==> config.mk <==
export PLATFORM = sky130hd
export DESIGN_NAME = uart_rx_cfg
export DESIGN_NICKNAME = d
export VERILOG_FILES = /design/src/rtl/uart_rx_cfg.sv
export SDC_FILE = /design/constraint.sdc
export NUM_CORES = 1
export LEC_CHECK = 0
export ABC_AREA = 0
export CAP_MARGIN = 20
export CORE_ASPECT_RATIO = 0.75
export CORE_MARGIN = 10
export CORE_UTILIZATION = 40
export DETAILED_ROUTE_END_ITERATION = 8
export GPL_ROUTABILITY_DRIVEN = 1
export PLACE_DENSITY = 0.6
export SLEW_MARGIN = 25
export SYNTH_ARGS = -nofsm -noshare
export SYNTH_HDL_FRONTEND = slang
export SYNTH_SLANG_ARGS = --single-unit
==> constraint.sdc <==
create_clock -name clk -period 4.8 [get_ports clk]
set_input_delay 0.48 -clock clk [delete_from_list [all_inputs] [get_ports clk]]
set_output_delay 0.48 -clock clk [all_outputs]
set_load 0.01 [all_outputs]
==> src/rtl/uart_rx_cfg.sv <==
// uart_rx_cfg: parametrised UART receiver (DATA_BITS data, optional
// even/odd parity, 1 or 2 stop bits). It samples on the shared
// oversampling baud tick, majority-votes each bit from three samples and
// reports parity, framing and break status per frame.
//
// Ports:
//   clk, rst    system clock, asynchronous active-high reset
//   rx          serial line, idle high, asynchronous to clk
//   b_tick      one-clk pulse at baud * OVERSAMPLE
//   rx_data     last received word (first line bit in bit 0)
//   rx_done     one-clk pulse when a frame completes
//   parity_err  parity mismatch in the last frame
//   frame_err   a stop bit resolved to 0 in the last frame
//   break_det   last frame all-zero including parity and stop
//   busy        receiver is inside a frame (through the rx_done clk)
module uart_rx_cfg #(
    parameter int DATA_BITS  = 8,
    parameter int OVERSAMPLE = 16,
    parameter int PARITY     = 0,
    parameter int STOP_BITS  = 1
) (
    input  logic                 clk,
    input  logic                 rst,
    input  logic                 rx,
    input  logic                 b_tick,
    output logic [DATA_BITS-1:0] rx_data,
    output logic                 rx_done,
    output logic                 parity_err,
    output logic                 frame_err,
    output logic                 break_det,
    output logic                 busy
);
    localparam int TW = $clog2(OVERSAMPLE);
    localparam int BW = $clog2(DATA_BITS + 1);
    localparam logic [TW-1:0] T_MID  = TW'(OVERSAMPLE / 2 - 1);
    localparam logic [TW-1:0] T_S0   = TW'(OVERSAMPLE - 3);
    localparam logic [TW-1:0] T_S1   = TW'(OVERSAMPLE - 2);
    localparam logic [TW-1:0] T_LAST = TW'(OVERSAMPLE - 1);
    localparam logic [BW-1:0] B_DLAST = BW'(DATA_BITS - 1);
    localparam logic [BW-1:0] B_SLAST = BW'(STOP_BITS - 1);
    localparam logic          ODD     = (PARITY == 2);

    typedef enum logic [2:0] {S_IDLE, S_START, S_DATA, S_PARITY, S_STOP} state_t;

    state_t               state, state_n;
    logic                 rx_q, rx_s;
    logic [TW-1:0]        tcnt;
    logic [BW-1:0]        bcnt;
    logic                 smp0, smp1;
    logic [DATA_BITS-1:0] shreg;
    logic                 par_acc, perr_acc, ferr_acc, pbit;
    logic                 bit_end, bit_val, done_n, start_det, fe_final;

    // Synchroniser resets to idle-high so reset release is not a start edge.
    always_ff @(posedge clk or posedge rst) begin
        if (rst) begin
            rx_q <= 1'b1;
            rx_s <= 1'b1;
        end else begin
            rx_q <= rx;
            rx_s <= rx_q;
        end
    end

    // Two samples are stored; the third is the live rx_s at the resolve tick.
    assign bit_val  = (smp0 & smp1) | (smp0 & rx_s) | (smp1 & rx_s);
    assign bit_end  = b_tick && (tcnt == T_LAST);
    assign start_det = (state == S_IDLE) && (state_n == S_START);
    assign fe_final = ferr_acc | ~bit_val;

    always_ff @(posedge clk or posedge rst) begin
        if (rst) state <= S_IDLE;
        else     state <= state_n;
    end

    always_comb begin
        state_n = state;
        done_n  = 1'b0;
        case (state)
            S_IDLE:   if (b_tick && !rx_s) state_n = S_START;
            S_START:  if (b_tick && tcnt == T_MID) state_n = rx_s ? S_IDLE : S_DATA;
            S_DATA:   if (bit_end && bcnt == B_DLAST)
                          state_n = (PARITY != 0) ? S_PARITY : S_STOP;
            S_PARITY: if (bit_end) state_n = S_STOP;
            // Leave at mid-stop so the next start edge is not missed.
            S_STOP:   if (bit_end && bcnt == B_SLAST) begin
                          state_n = S_IDLE;
                          done_n  = 1'b1;
                      end
            default:  state_n = S_IDLE;
        endcase
    end

    always_ff @(posedge clk or posedge rst) begin
        if (rst) begin
            tcnt       <= '0;
            bcnt       <= '0;
            smp0       <= 1'b1;
            smp1       <= 1'b1;
            shreg      <= '0;
            par_acc    <= 1'b0;
            perr_acc   <= 1'b0;
            ferr_acc   <= 1'b0;
            pbit       <= 1'b0;
            rx_data    <= '0;
            rx_done    <= 1'b0;
            parity_err <= 1'b0;
            frame_err  <= 1'b0;
            break_det  <= 1'b0;
            busy       <= 1'b0;
        end else begin
            // Bit periods are measured from mid-start, so tcnt restarts there.
            if (b_tick) begin
                if (state == S_IDLE || (state == S_START && tcnt == T_MID) || tcnt == T_LAST)
                    tcnt <= '0;
                else
                    tcnt <= tcnt + TW'(1);
                if (tcnt == T_S0) smp0 <= rx_s;
                if (tcnt == T_S1) smp1 <= rx_s;
            end

            if (state == S_IDLE)
                bcnt <= '0;
            else if (bit_end)
                bcnt <= (state_n != state) ? '0 : bcnt + BW'(1);

            if (start_det) begin
                par_acc  <= 1'b0;
                perr_acc <= 1'b0;
                ferr_acc <= 1'b0;
                pbit     <= 1'b0;
            end

            if (bit_end) begin
                case (state)
                    S_DATA: begin
                        shreg   <= {bit_val, shreg[DATA_BITS-1:1]};
                        par_acc <= par_acc ^ bit_val;
                    end
                    S_PARITY: begin
                        pbit     <= bit_val;
                        perr_acc <= par_acc ^ bit_val ^ ODD;
                    end
                    S_STOP:  ferr_acc <= fe_final;
                    default: ;
                endcase
            end

            rx_done <= done_n;
            if (done_n) begin
                rx_data    <= shreg;
                parity_err <= perr_acc;
                frame_err  <= fe_final;
                break_det  <= fe_final && (shreg == '0) && (!pbit || PARITY == 0);
            end

            // Held through the rx_done clk, then follows the state.
            busy <= (state_n != S_IDLE) | done_n;
        end
    end
endmodule

# Word level (Yosys, flattened, before mapping)

Cells that the tools add are included.

Flip-flop bits (word level): 39
Output and inout port bits: 13
Bits of input ports: 4

Eq/ne operators: 11
Reductions and logical operators: 19
Bitwise logic cells: 9
$add $sub $neg: 2
Multiplexer cells: 22

Operator list:

| operator                                       | count |
|---|---|
| two-way mux 4 bit                              | 4 |
| two-way mux 3 bit                              | 5 |
| case mux 3 bit (5 select lines)                | 1 |
| == test 4 bit (second input constant)          | 3 |
| two-way mux 1 bit                              | 11 |
| adder 4 x 1 -> 4 bit (second input constant)   | 2 |
| == test 4 x 3 -> 1 bit (second input constant) | 2 |
| logical AND 1 bit                              | 8 |
| zero test 8 bit                                | 1 |
| == test 3 x 1 -> 1 bit (second input constant) | 2 |
| == test 3 x 2 -> 1 bit (second input constant) | 2 |
| AND reduction 2 bit                            | 3 |
| zero test 4 bit                                | 1 |
| bitwise OR 1 bit                               | 4 |
| AND 1 bit                                      | 3 |
| == test 3 bit (second input constant)          | 1 |
| zero test 3 bit                                | 1 |
| inequality test 3 bit                          | 1 |
| nonzero test 3 bit                             | 1 |
| logical OR 1 bit                               | 2 |
| two-way mux 2 bit                              | 1 |
| nonzero test 2 bit                             | 1 |
| zero test 1 bit                                | 1 |
| inverter 1 bit                                 | 1 |
| bitwise XOR 1 bit                              | 1 |

# Logic depth before layout (Yosys ltp)

Gate-level depths: netlist of run 1.

Depth after elaboration: 10
Mapped depth: 7
Depth with buffers taken out: 6

# Worst setup path before layout of run 1

No wires, ideal clock.

Kind: flip-flop to flip-flop
Start point: register bcnt[0]
End point: register rx_data[0]
Stages on the path, launching flop included: 7
Slack: 3094 ps
Path buffers: 1
Clock period less this slack: 1706 ps
Setup time: 125 ps
Arrival time: 1581 ps
Path through: dfrtp_1 > inv_1 > ha_1 > or3b_4 > nand3b_4 > buf_6 > mux2_4

Word-level cells in the longest chain between the ends: 4

Ends and longest elaborated chain:

| item                     | line | source |
|---|---|---|
| start: declaration       | 48   | `logic [BW-1:0] bcnt;` |
| start signal: assignment | 125  | `bcnt <= (state_n != state) ? '0 : bcnt + BW'(1);` |
| zero test 4 bit          | 86   | `S_STOP: if (bit_end && bcnt == B_SLAST) begin` |
| logical AND 1 bit        | 86   |  |
| two-way mux 1 bit        | 86   |  |
| two-way mux 1 bit        | 79   | `case (state)` |
| end signal: assignment   | 151  | `rx_data <= shreg;` |
| end: declaration         | 26   | `output logic [DATA_BITS-1:0] rx_data,` |

No other way between the ends.
A chain may end at the register's enable or synchronous reset.

# Worst setup path after layout of run 1

Start point: input b_tick
End point: register shreg[2]

Word-level cells in the longest chain between the ends: 2

Ends and longest elaborated chain:

| item                          | line | source |
|---|---|---|
| start: declaration            | 25   | `input logic b_tick,` |
| logical AND 1 bit             | 67   | `assign bit_end = b_tick && (tcnt == T_LAST);` |
| AND reduction 2 bit (no line) | n/a  |  |
| end signal: assignment        | 137  | `shreg <= {bit_val, shreg[DATA_BITS-1:1]};` |
| end: declaration              | 50   | `logic [DATA_BITS-1:0] shreg;` |

No other way between the ends.

==> qor.txt, run 1 <==
==================================================================================================
Minimum setup slack among reg-to-reg paths                                                 2.89 ns
Via density per instance                                                                      5.21
Post-detailed-placement cell area                                                       2080 sq um
Net Count, Synth                                                                               159
Part of the Yosys area used for sequential elements                                          52.6%
Mean Syn Cell Area                                                                      12.4 sq um
Worst slew pin tran                                                                       0.503 ns
Initial antenna violation count                                                                  0
Kind of cell adding the most delay to the critical path                               simple AND/OR/NAND/NOR gates
Total global routing overflow                                                                    0
Longest Clk Path Bufs                                                                            2
# hold bufs at CTS                                                                               0
Highest ir drop seen on vdd                                                               0.156 mV
Number of DRC violations after detailed-routing iteration 0                                     91
RSZ-0062 raised after global routing                                                            no
Main flop type after synthesis                                                             dfrtp_1
Global-route wire length before repair                                                     5840 um
Quantity of I/O buffers inserted on ports                                                       16
Data arrival time of the worst path                                                        2.34 ns
Path category of the worst min-delay check                                                 reg2reg
Die Outline Area                                                                        7820 sq um
Max-Slew Margin vs Limit                                                                     66.2%
Worst-path maximum fanout                                                                       13
Area added between synthesis and finish                                                      17.8%
CTS buffer count                                                                                 5
Status                                                                                finished, final reports clean
Depth of the worst register-to-register path                                                     4
Cells on Worst Hold Path                                                                         0
Shortest period the worst path allows                                                      2.16 ns
Flip-flop and latch count after synthesis                                                       39
Layout cells sized above 1                                                                   24.6%
Number of standard cells after synthesis                                                       150
Last weighted congestion value of the routability-driven placer                              0.811
Final setup viols                                                                                0
Highest-delay cell along the critical path                                            clkdlybuf4s50_1
Clock Root Buffer                                                                         clkbuf_8
Vias in the first global route                                                               1,189
Setup crit end kind                                                                      flip-flop
Die extent in y                                                                            79.1 um
FF-to-FF Start                                                                             tcnt[0]
Highest attainable clock frequency                                                       0.464 GHz
Clock transition time at the flip-flop clock pins of the worst setup and hold paths        0.07 ns
Type of origin of the critical path                                                   primary input
Clock Sink Count                                                                                39
Post-CTS setup buffer count                                                                      0
Warnings, synthesis                                                                              0
Critical path buffers and inverters                                                              1
Count of flip-flops with a built-in enable after synthesis                                       0
Half-perimeter wire length after placement                                                 2410 um
Static leakage                                                                             1.05 nW
Data required time at the worst endpoint                                                   4.98 ns
Width of the die                                                                           98.8 um
Number of distinct library cells after synthesis                                                45
Fin area                                                                                2200 sq um
Total negative slack                                                                          0 ns
PwrDens                                                                                394 nW/um^2
Initial core utilization                                                                     41.5%
Clock Skew                                                                              0.00646 ns
Number of iterations in the first detailed-routing pass                                          4
Sequential cell area                                                                     981 sq um
Hold Path End                                                                                 rx_s
GRT Resource Usage Total                                                                     9.11%
Pins Over Slew Limit                                                                             0
Yosys top cell area share                                                                    47.0%
Number of remaining DRC errors                                                                   0
Post-cts repair resize count                                                                     0
Layout fillers                                                                                 393
Most area-hungry cell type in the Yosys netlist                                            dfrtp_1
Number of max-capacitance violations reported                                                    0
Remaining number of nets flagged by the antenna check after routing                              0
R2r endpoint                                                                              shreg[2]
Most used cells in the layout excluding fill and tap cells                            dfrtp_1 (35), clkdlybuf4s50_1 (16), mux2_2 (14)
Top Ports                                                                                       17
Overall via count from detail_route                                                          1,187
Wire length reported by the detailed router                                                3330 um
Net count of the finished layout                                                               179
Clk Latency, worst-skew pair                                                               0.29 ns
Crit path launch                                                                            b_tick
Most common library cell in the layout ignoring fill and taps                              dfrtp_1
Number of antenna repair diodes                                                                  0
Total standard cell area after synthesis                                                1860 sq um
Ranking of synthesized cells by area                                                  dfrtp_1 (47%), mux2_2 (8.5%), dfstp_2 (5.6%)
Htree depth                                                                                      2
Area of the core                                                                        4490 sq um
Source of the worst hold timing path                                                          rx_q
Fin. Hold Viols                                                                                  0
Multi-input logic area                                                                   825 sq um
CTS tree                                                                                      done
Peak per-stage delay on the critical path                                                  0.72 ns
Post-route fraction of the period consumed by the critical path                              44.9%
Class of the most critical setup path                                                       in2reg
Post-detailed-route wirelength per cell                                                    14.6 um
Crit path cell chain                                                                  clkdlybuf4s50_1 > nand4_2 > nor3_4 > mux2_2
Maximum number of pins on one net before global-route repair                                    40
FFs w/ async S/R, synth                                                                       100%
Num rows                                                                                        21
==================================================================================================
==> cell usage after synthesis (2+ instances only) <==
cell type  number
a22o_1          2
nand2b_1        4
o31ai_1         2
nor2_1          6
inv_1           9
mux2_4          6
dfstp_2         4
mux2_2         14
buf_2           2
nand4_1         3
nand3b_1        2
nand2_1        11
nor4_1          2
o21ai_0         8
ha_1            5
and2b_1         2
a31o_2          2
dfrtp_1        35
xnor2_1         2
nand3_1         4
==> where the power goes <==
part | leakage [nW] | switching (mW) | total (mW) | internal (mW)
clock network | 0.0612 | 0.115 | 0.283 | 0.168
registers | 0.512 | 0.0556 | 0.420 | 0.365
logic | 0.475 | 0.0877 | 0.163 | 0.0752
==> kinds of logic after synthesis <==
logic type | after synthesis | synth area share [%]
AND/OR/NAND/NOR | 44 | 15.2
flip-flops | 39 | 52.6
XOR/XNOR | 2 | 0.940
adder cells (fa/ha/maj) | 6 | 3.89
AO/OA/AOI/OAI | 25 | 10.3
multiplexers | 21 | 13.8
buffers and inverters | 13 | 3.15
==> area by class of cell <==
cell class	instances	share of cell area [%]
well taps	57	3.25
clock buffers	6	3.76
inverters	9	1.54
repair buffers	17	7.64
multi-input cells	98	37.5
flip-flops and latches	39	44.7
clock inverters	2	1.60
==> state kept, by name, indices dropped and copies added (netlist names) <==
| register | count |
|---|---|
| rx_data | 8 |
| shreg | 8 |
| bcnt | 4 |
| tcnt | 4 |
| state | 3 |
| break_det | 1 |
| busy | 1 |
| ferr_acc | 1 |
| frame_err | 1 |
| par_acc | 1 |
| parity_err | 1 |
| perr_acc | 1 |
| rx_done | 1 |
| rx_q | 1 |
| rx_s | 1 |
| smp0 | 1 |
| smp1 | 1 |
==> worst max path at each step <==
| stage | to | cells after the start | slack (ns) |
|---|---|---|---|
| after floorplan | rx_data[0] | 6 | 3.09 |
| after global placement | shreg[6] | 4 | 2.41 |
| after detailed placement | shreg[5] | 4 | 2.32 |
| after CTS | shreg[2] | 4 | 2.64 |
| after global routing | shreg[5] | 4 | 2.57 |
| final | shreg[2] | 4 | 2.64 |
==> per-layer routing <==
metal | routed length (um) | up-vias | part of all wire, % | track usage (%)
li1 | - | 583 | - | -
met1 | 1610 | 579 | 48 | 11.6
met2 | 1480 | 20 | 44 | 13.2
met3 | 200 | 5 | 6.0 | 4.50
met4 | 34 | 0 | 1.0 | 2.57
met5 | 0 | - | 0 | 0
==> stage by stage <==
step	total power [mW]	util, %	setup WS, ns	hold slack, ns	cells
after floorplan	0.546	-	3.09	0.345	150
after global placement	0.581	46.3	2.41	0.345	220
after detailed placement	0.589	46.3	2.32	0.348	220
after CTS	0.871	48.9	2.64	0.359	228
after global routing	0.915	48.9	2.57	0.364	228
final	0.866	48.9	2.64	0.358	228
Note: power is estimated with default switching activity, not from simulation.
==> run 2: changes to the inputs <==
==> constraint.sdc (replaced) <==
create_clock -name clk -period 2.15 [get_ports clk]
set_input_delay 0.215 -clock clk [delete_from_list [all_inputs] [get_ports clk]]
set_output_delay 0.215 -clock clk [all_outputs]
set_load 0.01 [all_outputs]
==> qor.txt, run 2 (synthesis gave the netlist of run 1 again) <==
==================================================================================================
Most used cells in the layout excluding fill and tap cells                            dfrtp_1 (35), clkdlybuf4s50_1 (16), mux2_2 (14)
Die extent in y                                                                            79.1 um   unchanged
Data arrival time of the worst path                                                        2.00 ns   -0.34 ns
Total chip power                                                                           1.89 mW   +120%
Static leakage                                                                             1.05 nW   about the same
Number of max-capacitance violations reported                                                    0   unchanged
Post-CTS setup buffer count                                                                      0   unchanged
Pins Over Slew Limit                                                                             0   unchanged
GRT Resource Usage Total                                                                     9.31%   +0.20 points
Clock transition time at the flip-flop clock pins of the worst setup and hold paths        0.07 ns   about the same
RSZ-0062 raised after global routing                                                            no
Regs by FF count                                                                      rx_data x8, shreg x8
FF-to-FF Start                                                                             tcnt[0]
Vias in the first global route                                                               1,267   +6.6%
Last weighted congestion value of the routability-driven placer                              0.757   -6.7%
Clock Root Buffer                                                                         clkbuf_8
Initial core utilization                                                                     41.5%   unchanged
Met2 WL post-DR                                                                            1620 um   +9.5%
Width of the die                                                                           98.8 um   unchanged
Path category of the worst min-delay check                                                in2async
Fin. Hold Viols                                                                                  0   unchanged
Remaining number of nets flagged by the antenna check after routing                              0   unchanged
Overall via count from detail_route                                                          1,199   +1.0%
Share of the core filled with cells                                                          49.0%   +0.084 points
Highest ir drop seen on vdd                                                               0.346 mV   +120%
Net count of the finished layout                                                               181   +1.1%
Post-route fraction of the period consumed by the critical path                              85.1%
Num rows                                                                                        21   unchanged
Longest Clk Path Bufs                                                                            2   unchanged
Post-detailed-route wirelength per cell                                                    15.1 um   +3.3%
PwrDens                                                                                860 nW/um^2   +120%
R2r endpoint                                                                              shreg[1]
Global-route wire length before repair                                                     6020 um   +3.1%
Half-perimeter wire length after placement                                                 2550 um   +5.5%
Number of antenna repair diodes                                                                  0   unchanged
Shortest period the worst path allows                                                      1.83 ns
Final setup viols                                                                                0   unchanged
Htree depth                                                                                      2   unchanged
Die Outline Area                                                                        7820 sq um   unchanged
Clock Skew                                                                              0.00794 ns   +0.00148 ns
Number of iterations in the first detailed-routing pass                                          4   unchanged
Via density per instance                                                                      5.21   +0.13%
Most common library cell in the layout ignoring fill and taps                              dfrtp_1
Wire length reported by the detailed router                                                3470 um   +4.2%
Total negative slack                                                                          0 ns   unchanged
Minimum setup slack among reg-to-reg paths                                                 0.32 ns   -2.57 ns
Worst slew pin tran                                                                       0.502 ns   -0.00102 ns
CP Capture Point                                                                          shreg[1]
Max Used Layer                                                                                met4
Number of remaining DRC errors                                                                   0   unchanged
Clk Latency, worst-skew pair                                                               0.29 ns   about the same
Area of the core                                                                        4490 sq um   unchanged
Area added between synthesis and finish                                                      18.0%
Clock Sink Count                                                                                39   unchanged
Status                                                                                finished, final reports clean
Post-cts repair resize count                                                                     0   unchanged
CTS buffer count                                                                                 5   unchanged
Maximum number of pins on one net before global-route repair                                    40   unchanged
Layout cells sized above 1                                                                   24.3%   -0.28 points
Worst-path maximum fanout                                                                        9   -4
Layout fillers                                                                                 385   -2.0%
Crit path launch                                                                           tcnt[0]
CTS tree                                                                                      done
Top Ports                                                                                       17   unchanged
Depth of the worst register-to-register path                                                     4   unchanged
Detailed-route wire length on metal 1                                                      1640 um   +2.0%
Total global routing overflow                                                                    0   unchanged
Number of DRC violations after detailed-routing iteration 0                                     59   -35%
Setup crit end kind                                                                      flip-flop
Max-Slew Margin vs Limit                                                                     66.3%   +0.069 points
Data required time at the worst endpoint                                                   2.32 ns   -2.66 ns
Class of the most critical setup path                                                      reg2reg
Highest attainable clock frequency                                                       0.547 GHz
Quantity of I/O buffers inserted on ports                                                       16   unchanged
DR WL met3                                                                                  165 um   -18%
# hold bufs at CTS                                                                               0   unchanged
Initial antenna violation count                                                                  0   unchanged
Type of origin of the critical path                                                      flip-flop
==================================================================================================
## run 2: changes by cell type in the layout (fill, tap and decap cells not counted), sizes merged
cell,previous run,this run
clkbuf,6,7
buf,1,3
clkinv,1,0
## run 2: worst min-delay path by stage
stage,startpoint,to,slack [ns]
floorplan,rx,rx_q,0.22
global placement,rx_q,rx_s,0.35
detailed placement,rx_q,rx_s,0.35
CTS,rx,rx_q,0.33
global route,rx,rx_q,0.33
finish,rst,bcnt[0],0.34
## run 2: through the flow
stage	std cells	hold WS (ns)	setup slack (ns)	area [sq um]
final	230	0.335	0.321	2200
after floorplan	150	0.219	0.444	1860
after global routing	230	0.328	0.216	2200
after global placement	222	0.346	0.315	2090
after CTS	230	0.326	0.310	2200
after detailed placement	222	0.347	0.270	2090
## run 2: per-layer routing
layer	global-route usage [%]	vias to the layer above
li1	-	587
met1	11.5	586
met2	14.5	21
met3	3.37	5
met4	3.57	0
met5	0	-
## run 2: final cells by class
class	count	area, sq um	area share [%]
multi-input combinational	98	825	37.5
clock inverter	1	30.0	1.37
inverter	9	33.8	1.54
clock buffer	7	76.3	3.47
tap	57	71.3	3.24
timing repair buffer	19	183	8.30
sequential	39	981	44.6
## run 2: worst max-delay path, stage by stage, from the launching register on
cell and delay (ns):
dfrtp_1 0.43, ha_1 0.29, nand4_2 0.17, nor3_4 0.44
mux2_2 0.39
## run 2: report_power, final
| group | switching (mW) | total [mW] | internal, mW |
|---|---|---|---|
| Sequential | 0.127 | 0.942 | 0.815 |
| Clock | 0.238 | 0.585 | 0.347 |
| Combinational | 0.197 | 0.366 | 0.169 |
